`src/rtl/keypad_scanner_if.sv`:
```
// Keypad scanner bus: row drive / column sense toward the keypad,
// read strobe and status word toward the CPU IO decoder.
interface keypad_scanner_if;
  logic [3:0]  row;
  logic [3:0]  col;
  logic        key_rd;
  logic [11:0] key_data;

  // Scanner side
  modport slave  (output row, output key_data, input col, input key_rd);
  // Board / CPU side
  modport master (input row, input key_data, output col, output key_rd);
endinterface

```
`src/rtl/keypad_scanner.sv`:
```
// 4x4 matrix keypad scanner with press/release debounce and a registered
// CPU status word {pending, overrun, count[5:0], code[3:0]}.
module keypad_scanner #(
  parameter int unsigned SCAN_DIV   = 50000,
  parameter int unsigned DEBOUNCE_N = 4
) (
  input  logic             clk,
  input  logic             rst_n,
  keypad_scanner_if.slave  bus
);

  localparam int unsigned DIV_W = (SCAN_DIV > 1) ? $clog2(SCAN_DIV) : 1;
  localparam logic [DIV_W-1:0] DIV_LAST = DIV_W'(SCAN_DIV - 1);
  localparam logic [3:0] DB_N = 4'(DEBOUNCE_N);

  typedef enum logic [1:0] {IDLE, PRESS_DB, HELD, RELEASE_DB} state_t;

  logic [3:0]       col_s1_q, col_s2_q;
  logic             rd_prev_q;
  logic [DIV_W-1:0] div_q;
  logic [1:0]       r_q;
  logic [3:0]       row_q;
  logic [1:0]       acc_cnt_q;   // low columns so far this scan, saturated at 2
  logic [3:0]       acc_key_q;
  state_t           state_q, state_d;
  logic [3:0]       db_q, db_d;
  logic [3:0]       cand_q, cand_d;
  logic             pending_q, overrun_q;
  logic [5:0]       count_q;
  logic [3:0]       code_q;

  logic             div_tc, scan_v, accept, rd_edge;
  logic [3:0]       low;
  logic [2:0]       pop, sum;
  logic [1:0]       col_idx, base_cnt, cnt_new;
  logic [3:0]       base_key, key_new, db_inc;
  logic             res_none, res_single;

  assign div_tc     = (div_q == DIV_LAST);
  assign scan_v     = div_tc && (r_q == 2'd3);
  assign rd_edge    = bus.key_rd && !rd_prev_q;
  assign res_none   = (cnt_new == 2'd0);
  assign res_single = (cnt_new == 2'd1);
  assign db_inc     = db_q + 4'd1;

  // Two-flop column synchronizer and read-strobe history
  always_ff @(posedge clk or negedge rst_n) begin
    if (!rst_n) begin
      col_s1_q  <= '1;
      col_s2_q  <= '1;
      rd_prev_q <= 1'b0;
    end else begin
      col_s1_q  <= bus.col;
      col_s2_q  <= col_s1_q;
      rd_prev_q <= bus.key_rd;
    end
  end

  // Merge this row's sample into the running scan result
  always_comb begin
    low     = ~col_s2_q;
    pop     = '0;
    col_idx = '0;
    for (int unsigned i = 0; i < 4; i++) begin
      if (low[i]) begin
        pop     = pop + 3'd1;
        col_idx = 2'(i);
      end
    end
    base_cnt = (r_q == 2'd0) ? 2'd0 : acc_cnt_q;
    base_key = (r_q == 2'd0) ? 4'd0 : acc_key_q;
    sum      = {1'b0, base_cnt} + pop;
    cnt_new  = (sum >= 3'd2) ? 2'd2 : sum[1:0];
    key_new  = base_key;
    if (base_cnt == 2'd0 && pop == 3'd1) key_new = {r_q, col_idx};
  end

  // Row divider, row drive and per-scan accumulator
  always_ff @(posedge clk or negedge rst_n) begin
    if (!rst_n) begin
      div_q     <= '0;
      r_q       <= '0;
      row_q     <= 4'b1110;
      acc_cnt_q <= '0;
      acc_key_q <= '0;
    end else if (div_tc) begin
      div_q     <= '0;
      r_q       <= r_q + 2'd1;
      row_q     <= ~(4'b0001 << (r_q + 2'd1));
      acc_cnt_q <= cnt_new;
      acc_key_q <= key_new;
    end else begin
      div_q <= div_q + 1'b1;
    end
  end

  // Debounce FSM state register
  always_ff @(posedge clk or negedge rst_n) begin
    if (!rst_n) begin
      state_q <= IDLE;
      db_q    <= '0;
      cand_q  <= '0;
    end else begin
      state_q <= state_d;
      db_q    <= db_d;
      cand_q  <= cand_d;
    end
  end

  // Debounce FSM next state; evaluated once per full scan
  always_comb begin
    state_d = state_q;
    db_d    = db_q;
    cand_d  = cand_q;
    accept  = 1'b0;
    if (scan_v) begin
      unique case (state_q)
        IDLE: begin
          if (res_single) begin
            cand_d = key_new;
            db_d   = 4'd1;
            if (DB_N == 4'd1) begin
              accept  = 1'b1;
              state_d = HELD;
            end else begin
              state_d = PRESS_DB;
            end
          end
        end
        PRESS_DB: begin
          if (res_single && key_new == cand_q) begin
            db_d = db_inc;
            if (db_inc == DB_N) begin
              accept  = 1'b1;
              state_d = HELD;
            end
          end else begin
            db_d    = '0;
            state_d = IDLE;
          end
        end
        HELD: begin
          if (res_none) begin
            if (DB_N == 4'd1) begin
              db_d    = '0;
              state_d = IDLE;
            end else begin
              db_d    = 4'd1;
              state_d = RELEASE_DB;
            end
          end
        end
        RELEASE_DB: begin
          if (res_none) begin
            db_d = db_inc;
            if (db_inc == DB_N) begin
              db_d    = '0;
              state_d = IDLE;
            end
          end else begin
            state_d = HELD;
          end
        end
        default: state_d = IDLE;
      endcase
    end
  end

  // CPU status word; a press accept outranks a simultaneous read clear
  always_ff @(posedge clk or negedge rst_n) begin
    if (!rst_n) begin
      pending_q <= 1'b0;
      overrun_q <= 1'b0;
      count_q   <= '0;
      code_q    <= '0;
    end else if (accept) begin
      code_q    <= cand_d;
      count_q   <= count_q + 6'd1;
      pending_q <= 1'b1;
      overrun_q <= rd_edge ? 1'b0 : (overrun_q | pending_q);
    end else if (rd_edge) begin
      pending_q <= 1'b0;
      overrun_q <= 1'b0;
    end
  end

  assign bus.row      = row_q;
  assign bus.key_data = {pending_q, overrun_q, count_q, code_q};

endmodule

```
`src/flat_wrapper.sv`:
```
// flat-port wrapper written by rule: the top's interface ports become plain ports
module keypad_scanner_flat 
#(
  parameter int unsigned SCAN_DIV   = 50000,
  parameter int unsigned DEBOUNCE_N = 4
)
  (clk, rst_n, bus_row, bus_key_data, bus_col, bus_key_rd);
  keypad_scanner_if bus_i ();
  input  logic clk;
  input  logic rst_n;
  output wire logic [$bits(bus_i.row)-1:0] bus_row;
  output wire logic [$bits(bus_i.key_data)-1:0] bus_key_data;
  input wire logic [$bits(bus_i.col)-1:0] bus_col;
  input wire logic [$bits(bus_i.key_rd)-1:0] bus_key_rd;
  assign bus_row = bus_i.row;
  assign bus_key_data = bus_i.key_data;
  assign bus_i.col = bus_col;
  assign bus_i.key_rd = bus_key_rd;
  keypad_scanner #(.SCAN_DIV(SCAN_DIV), .DEBOUNCE_N(DEBOUNCE_N)) u_core (.clk(clk), .rst_n(rst_n), .bus(bus_i));
endmodule
```
`config.mk`:
```
export PLATFORM = sky130hd
export DESIGN_NAME = keypad_scanner_flat
export DESIGN_NICKNAME = d
export VERILOG_FILES = /design/src/rtl/keypad_scanner_if.sv /design/src/rtl/keypad_scanner.sv /design/src/flat_wrapper.sv
export SDC_FILE = /design/constraint.sdc
export NUM_CORES = 1
export LEC_CHECK = 0
export ABC_AREA = 1
export ABC_CLOCK_PERIOD_IN_PS = 9500
export CORE_MARGIN = 5
export CORE_UTILIZATION = 27
export CTS_BUF_LIST = sky130_fd_sc_hd__clkbuf_2 sky130_fd_sc_hd__clkbuf_4 sky130_fd_sc_hd__clkbuf_8
export CTS_CLUSTER_SIZE = 16
export DETAILED_ROUTE_END_ITERATION = 8
export PLACE_DENSITY = 0.52
export SETUP_SLACK_MARGIN = 0.2
export SLEW_MARGIN = 25
export SYNTH_ARGS = -nofsm -noshare
export SYNTH_HDL_FRONTEND = slang
export SYNTH_SLANG_ARGS = --single-unit
```
`constraint.sdc`:
```
create_clock -name clk -period 9.5 [get_ports clk]
set_input_delay 2.375 -clock clk [delete_from_list [all_inputs] [get_ports clk]]
set_output_delay 2.375 -clock clk [all_outputs]
set_load 0.01 [all_outputs]
```
==> flow_summary.yaml, run 1 <==
routing:
  drt.antenna.violating_nets: 0
  dr.pass1.iters: 4
  drt_iter0_markers: 164
  drc_errors: 0
  routed_wl_um: 6560
  avgViaCountPerCell: 4.38
  routedWlPerCell_um: 11.3
  vias: 2538
floorplan:
  ios: 23
  fp.dieH_um: 120
  die_w_um: 120
  core-area_um2: 11900
  die_area_um2: 14300
  fp-row-count: 40
  start_util: 0.273
power_and_ir_drop:
  powerDensity_nw_per_um2: 148
  p_leak_nw: 1.86
  vdd_ir_drop_max_v: 0.0000727
clock_network:
  htreeDepth: 3
  root_buffer: "clkbuf_8"
  post-cts-setup-buffer-count: 0
  cts_tree: "yes"
  clock_sinks: 59
  ctsHoldBuffers: 0
  cts_resized: 0
  cts_buffers: 9
  cts.clk_slew.worst_paths_ns: 0.07
  clock_path_buffers: 2
  clkLatencyLatePin_ns: 0.34
synthesis:
  avgSynthCellArea_um2: 8.12
  netlist_area_um2: 3240
  syn_nets: 420
  yosysTopAreaCellShare: 0.371
  ys.flop_type: "dfrtp_1"
  synthDistinctLibCells: 34
  synthCells: 399
  ys_seq_elements: 59
  ys_seq_area_frac: 0.460
  synth_common_cells: "nand2_1, inv_1, dfrtp_1, nor2_1, nand3_1"
  yosysWarnings: 0
  synth_area_leaders: "dfrtp_1, nand2_1, dfstp_2"
  yosysTopAreaCell: "dfrtp_1"
  ys_async_sr_fraction: 1.00
  synth_edf_count: 0
  yosysMostFrequentCell: "nand2_1"
setup_path:
  path_delay_family: "flip-flops"
  slowest_stage: "dfstp_2"
  arrival_ns: 1.39
  end_kind: "primary output"
  cp.required_ns: 7.13
  worstPathCellList: "clkdlybuf4s50_1"
  cp-start-kind: "flip-flop"
  max_stage_delay_ns: 0.53
  path_class: "reg2out"
  cp_num_buf_inv: 1
  cp_max_fo: 2
sta:
  worst_pin_slew_ns: 0.820
  fin_crit_sh: 0.397
  min_period_ns: 3.77
  rsz0062_at_grt: "no"
  relSlewSlack: 0.452
  finClkSkew_ns: 0.0115
  report.final.slew_viol_count: 0
  finalSetupViolations: 0
  hold_viol_final: 0
  fmax_ghz: 0.265
  setup_tns_ns: 0
grt:
  grt_max_degree: 60
  grt_pass1_vias: 2516
  antenna_found_initial: 0
  groute.usage.overall: 0.0986
  grt_pass1_wl_um: 11500
  grt.overflow.total: 0
final_layout:
  syn2layout_area_growth_pct: 18.7
  fin_area_um2: 3840
  num-fill-cells: 1264
  layout-drive-gt1-share: 0.127
  utilization: 0.324
  final_nets: 449
  n_antenna_cell: 0
  stdcell_count: 580
placement:
  port_buffers: 22
  placed_cells: 564
  place.gp.congestion: 0.804
  dp_hpwl_um: 4750
  placed_area_um2: 3610
run:
  maxCapViolations: 0
outcome:
  status: "finished clean"
hold_path:
  hold_path.class: "reg2reg"
[sequential cells by signal, summed over array words and instances (netlist names), 2 cells and up]
name / count
u_core.db_q: 4
u_core.bus.row: 4
u_core.div_q: 16
u_core.code_q: 4
u_core.acc_key_q: 4
u_core.cand_q: 4
u_core.col_s1_q: 4
u_core.count_q: 6
u_core.r_q: 2
u_core.state_q: 2
u_core.col_s2_q: 4
u_core.acc_cnt_q: 2
[kinds of logic (layout without fill, tap and decap cells)]
group,after synthesis,in the layout,synth area share
flip-flops,59,59,0.460
XOR/XNOR,8,8,0.0240
adder cells (fa/ha/maj),14,14,0.0564
AO/OA/AOI/OAI,32,32,0.0526
AND/OR/NAND/NOR,227,227,0.334
buffers and inverters,59,93,0.0730
[cells in the final DEF, fill, tap and decap left out, types with 2 or more instances in the layout]
cell type / instances
bufinv_16: 2
xor2_1: 3
nand3_1: 32
a21oi_1: 8
nand2_2: 9
nand4_1: 9
clkdlybuf4s50_1: 21
nor2_4: 2
o21ai_1: 2
nand2_1: 115
o21ai_0: 19
nor2_8: 2
nor2_2: 2
dfrtp_1: 48
nand2_4: 4
dfstp_2: 11
inv_1: 52
xnor2_1: 4
nor4_1: 3
nor3_1: 3
nor2_1: 37
nand3b_1: 5
inv_2: 2
clkbuf_8: 11
ha_1: 13
[power by group]
| part | switching [W] | internal, W |
|---|---|---|
| registers | 0.00000116 | 0.000255 |
| logic | 0.0000318 | 0.0000152 |
| clock network | 0.000102 | 0.000165 |
[path summary, 6_finish.rpt]
kind | start | endpoint | slack, ns | cells after the start
worst min register to register | u_core.col_s1_q[1] | u_core.col_s2_q[1] | 0.36 | 0
max in group asynchronous | rst_n | u_core.div_q[7] | 6.80 | 2
worst max-delay path | u_core.bus.row[2] | bus_row[2] | 5.73 | 1
worst min-delay path | u_core.col_s1_q[1] | u_core.col_s2_q[1] | 0.36 | 0
min in group asynchronous | rst_n | u_core.div_q[13] | 2.19 | 2
worst max register to register | u_core.col_s2_q[1] | u_core.code_q[3] | 6.02 | 21
[through the flow]
stage	hold WS, ns	setup WS, ns	total power, W
2_1_floorplan	0.345	6.40	0.000293
6_report	0.356	5.73	0.000569
4_1_cts	0.357	5.70	0.000579
3_5_place_dp	0.347	5.99	0.000308
5_1_grt	0.359	5.66	0.000596
3_3_place_gp	0.347	6.08	0.000307
[final cells by class]
type	instances	area (µm²)	area share
well taps	147	184	0.0479
clock buffers	12	159	0.0414
multi-input cells	281	1510	0.393
inverters	54	203	0.0528
flip-flops and latches	59	1490	0.388
clock inverters	4	72.6	0.0189
repair buffers	23	223	0.0580
[metal layers]
| metal | up-vias | share of wire | routed length, µm | GRT usage |
|---|---|---|---|---|
| met2 | 23 | 0.47 | 3080 | 0.157 |
| met5 | - | 0 | 0 | 0 |
| met3 | 12 | 0.029 | 187 | 0.0297 |
| met4 | 0 | 0.017 | 109 | 0.0344 |
| met1 | 1182 | 0.49 | 3180 | 0.128 |
| li1 | 1321 | - | - | - |
[worst reg2reg max path: cells and delay by family, from the launching register on]
family,cells,cell delay (ns)
adders and majority gates,3,1.05
buffers and inverters,3,0.31
DFF,1,0.53
and+or+nand+nor,15,1.49
No activity file was read; power rests on OpenSTA's default activity.
==> run 2, diff against run 1 <==
--- a/config.mk
+++ b/config.mk
@@ -6,13 +6,13 @@
 export NUM_CORES = 1
 export LEC_CHECK = 0
 export ABC_AREA = 1
-export ABC_CLOCK_PERIOD_IN_PS = 9500
+export ABC_CLOCK_PERIOD_IN_PS = 3300
 export CORE_MARGIN = 5
 export CORE_UTILIZATION = 27
 export CTS_BUF_LIST = sky130_fd_sc_hd__clkbuf_2 sky130_fd_sc_hd__clkbuf_4 sky130_fd_sc_hd__clkbuf_8
 export CTS_CLUSTER_SIZE = 16
 export DETAILED_ROUTE_END_ITERATION = 8
-export PLACE_DENSITY = 0.52
+export PLACE_DENSITY = 0.53
 export SETUP_SLACK_MARGIN = 0.2
 export SLEW_MARGIN = 25
 export SYNTH_ARGS = -nofsm -noshare
==> constraint.sdc (replaced) <==
create_clock -name clk -period 3.3 [get_ports clk]
set_input_delay 0.825 -clock clk [delete_from_list [all_inputs] [get_ports clk]]
set_output_delay 0.825 -clock clk [all_outputs]
set_load 0.01 [all_outputs]
==> flow_summary.yaml, run 2 (synthesized netlist as in run 1, its figures left out) <==
outcome:
  status: "finished clean"
sta:
  finalSetupViolations: 0
  report.final.slew_viol_count: 0
  hold_viol_final: 0
  relSlewSlack: 0.567
  rsz0062_at_grt: "yes"
  fin_crit_sh: 0.902
  fin_ws_ns: 0.323
  worst_pin_slew_ns: 0.649
  finClkSkew_ns: 0.00912
  min_period_ns: 2.98
  fmax_ghz: 0.336
routing:
  vias: 2609
  drt.antenna.violating_nets: 0
  drt_iter0_markers: 104
  dr.pass1.iters: 4
  drc_errors: 0
  avgViaCountPerCell: 4.39
  routedWlPerCell_um: 11.4
  routed_wl_um: 6800
setup_path:
  cp.required_ns: 3.59
  slowest_stage: "dfstp_2"
  cp_common_cell: "nand2_2"
  r2r_cells: 20
  arrival_ns: 3.27
  cp_num_buf_inv: 4
  critPathLaunch: "u_core.col_s2_q[1]"
  worstPathCellList: "inv_2 -> ha_4 -> inv_2 -> nand2_2 -> nand2_2 -> ha_4 -> nand2_4 -> nand2_4 -> fa_2 -> nor2_4 -> nand2_4 -> nor2_4 -> nand2_2 -> nor2_4 -> nand3b_4 -> nor2_4 -> buf_12 -> buf_16 -> nand2_2 -> nand2_2"
  rr_startpoint: "u_core.col_s2_q[1]"
  path_class: "reg2reg"
  max_stage_delay_ns: 0.54
  end_kind: "flip-flop"
  path_delay_family: "simple AND/OR/NAND/NOR gates"
  reg2reg_slack_ns: 0.32
  cp-start-kind: "flip-flop"
  cp_max_fo: 5
  rr_endpoint: "u_core.code_q[3]"
clock_network:
  cts_buffers: 9
  root_buffer: "clkbuf_8"
  cts_tree: "yes"
  ctsHoldBuffers: 0
  clock_path_buffers: 2
  cts.clk_slew.worst_paths_ns: 0.08
  htreeDepth: 3
  clock_sinks: 59
  clkLatencyLatePin_ns: 0.34
placement:
  dp_hpwl_um: 4930
  dpl_worst_slack_ns: -0.00603
  port_buffers: 22
  place.gp.congestion: 0.837
  placed_area_um2: 3650
floorplan:
  die_area_um2: 14300
  die_w_um: 120
  start_util: 0.273
  ios: 23
  fp-row-count: 40
  fp.dieH_um: 120
  core-area_um2: 11900
hold_path:
  hold_depth: 0
  hold_path.class: "reg2reg"
  hold-path-endpoint: "u_core.col_s2_q[2]"
  hp-start: "u_core.col_s1_q[2]"
power_and_ir_drop:
  p_leak_nw: 1.94
  vdd_ir_drop_max_v: 0.000121
  powerDensity_nw_per_um2: 388
run:
  maxCapViolations: 0
final_layout:
  fin_area_um2: 4100
  top_register: "u_core.div_q"
  n_antenna_cell: 0
  final_common_cell: "nand2_1"
  largest_reg_flops: 16
  final_nets: 463
  layout-drive-gt1-share: 0.213
  syn2layout_area_growth_pct: 26.6
  layout.cells.most_common_list: "nand2_1, inv_1, dfrtp_1, nor2_1, nand3_1"
  utilization: 0.346
  num-fill-cells: 1220
  reg_top3: "u_core.div_q: 16 flops, u_core.count_q: 6 flops"
grt:
  grt_util_met3: 0.0297
  grt_pass1_wl_um: 11800
  use_met2: 0.169
  groute.usage.overall: 0.100
  grt_pass1_vias: 2643
  grt_busiest_layer: "met2"
  grt.overflow.total: 0
  grt_util_met1: 0.121
  antenna_found_initial: 0
  grt_max_degree: 30
## run 2: layer usage
metal	wire, µm	share of wire
met1	3130	0.46
met2	3390	0.50
met3	174	0.026
met4	102	0.015
met5	0	0
## run 2: power breakdown
group,switching (W),total [W],leakage (nW),internal (W)
clock network,0.000325,0.000677,0.0881,0.000352
registers,0.00000372,0.000736,0.769,0.000732
logic,0.000108,0.000178,1.08,0.0000695
## run 2: layout make-up
cell class | count | area [µm²] | share of cell area
Multi-Input combinational cell | 281 | 1650 | 0.402
Sequential cell | 59 | 1490 | 0.363
Clock inverter | 7 | 77.6 | 0.0189
Tap cell | 147 | 184 | 0.0449
Clock buffer | 9 | 124 | 0.0302
Timing Repair Buffer | 37 | 373 | 0.0909
Inverter | 54 | 205 | 0.0500
## run 2: how the worst max path moves through the flow
stage | to | slack, ns | cells after the start
floorplan | u_core.count_q[2] | 0.20 | 22
global placement | u_core.count_q[3] | 0.09 | 22
detailed placement | u_core.count_q[2] | -0.006 | 22
CTS | u_core.code_q[1] | 0.18 | 22
global route | u_core.code_q[3] | 0.14 | 20
finish | u_core.code_q[3] | 0.32 | 20
## run 2: per-stage QoR
stage / TNS, ns / hold WS (ns) / std cells / total power [W]
final: 0 / 0.351 / 594 / 0.00159
after global routing: 0 / 0.353 / 594 / 0.00167
after CTS: 0 / 0.349 / 592 / 0.00159
after detailed placement: -0.00603 / 0.347 / 568 / 0.000891
after global placement: 0 / 0.348 / 568 / 0.000890
after floorplan: 0 / 0.345 / 399 / 0.000844
## run 2: repair_timing
item,4_1_cts,5_1_grt
gates cloned,1,0
setup buffers,7,2
resized for setup,14,26
pin swaps,20,16
endpoints found under the hold margin,0,0
endpoints found under the setup margin,19,17
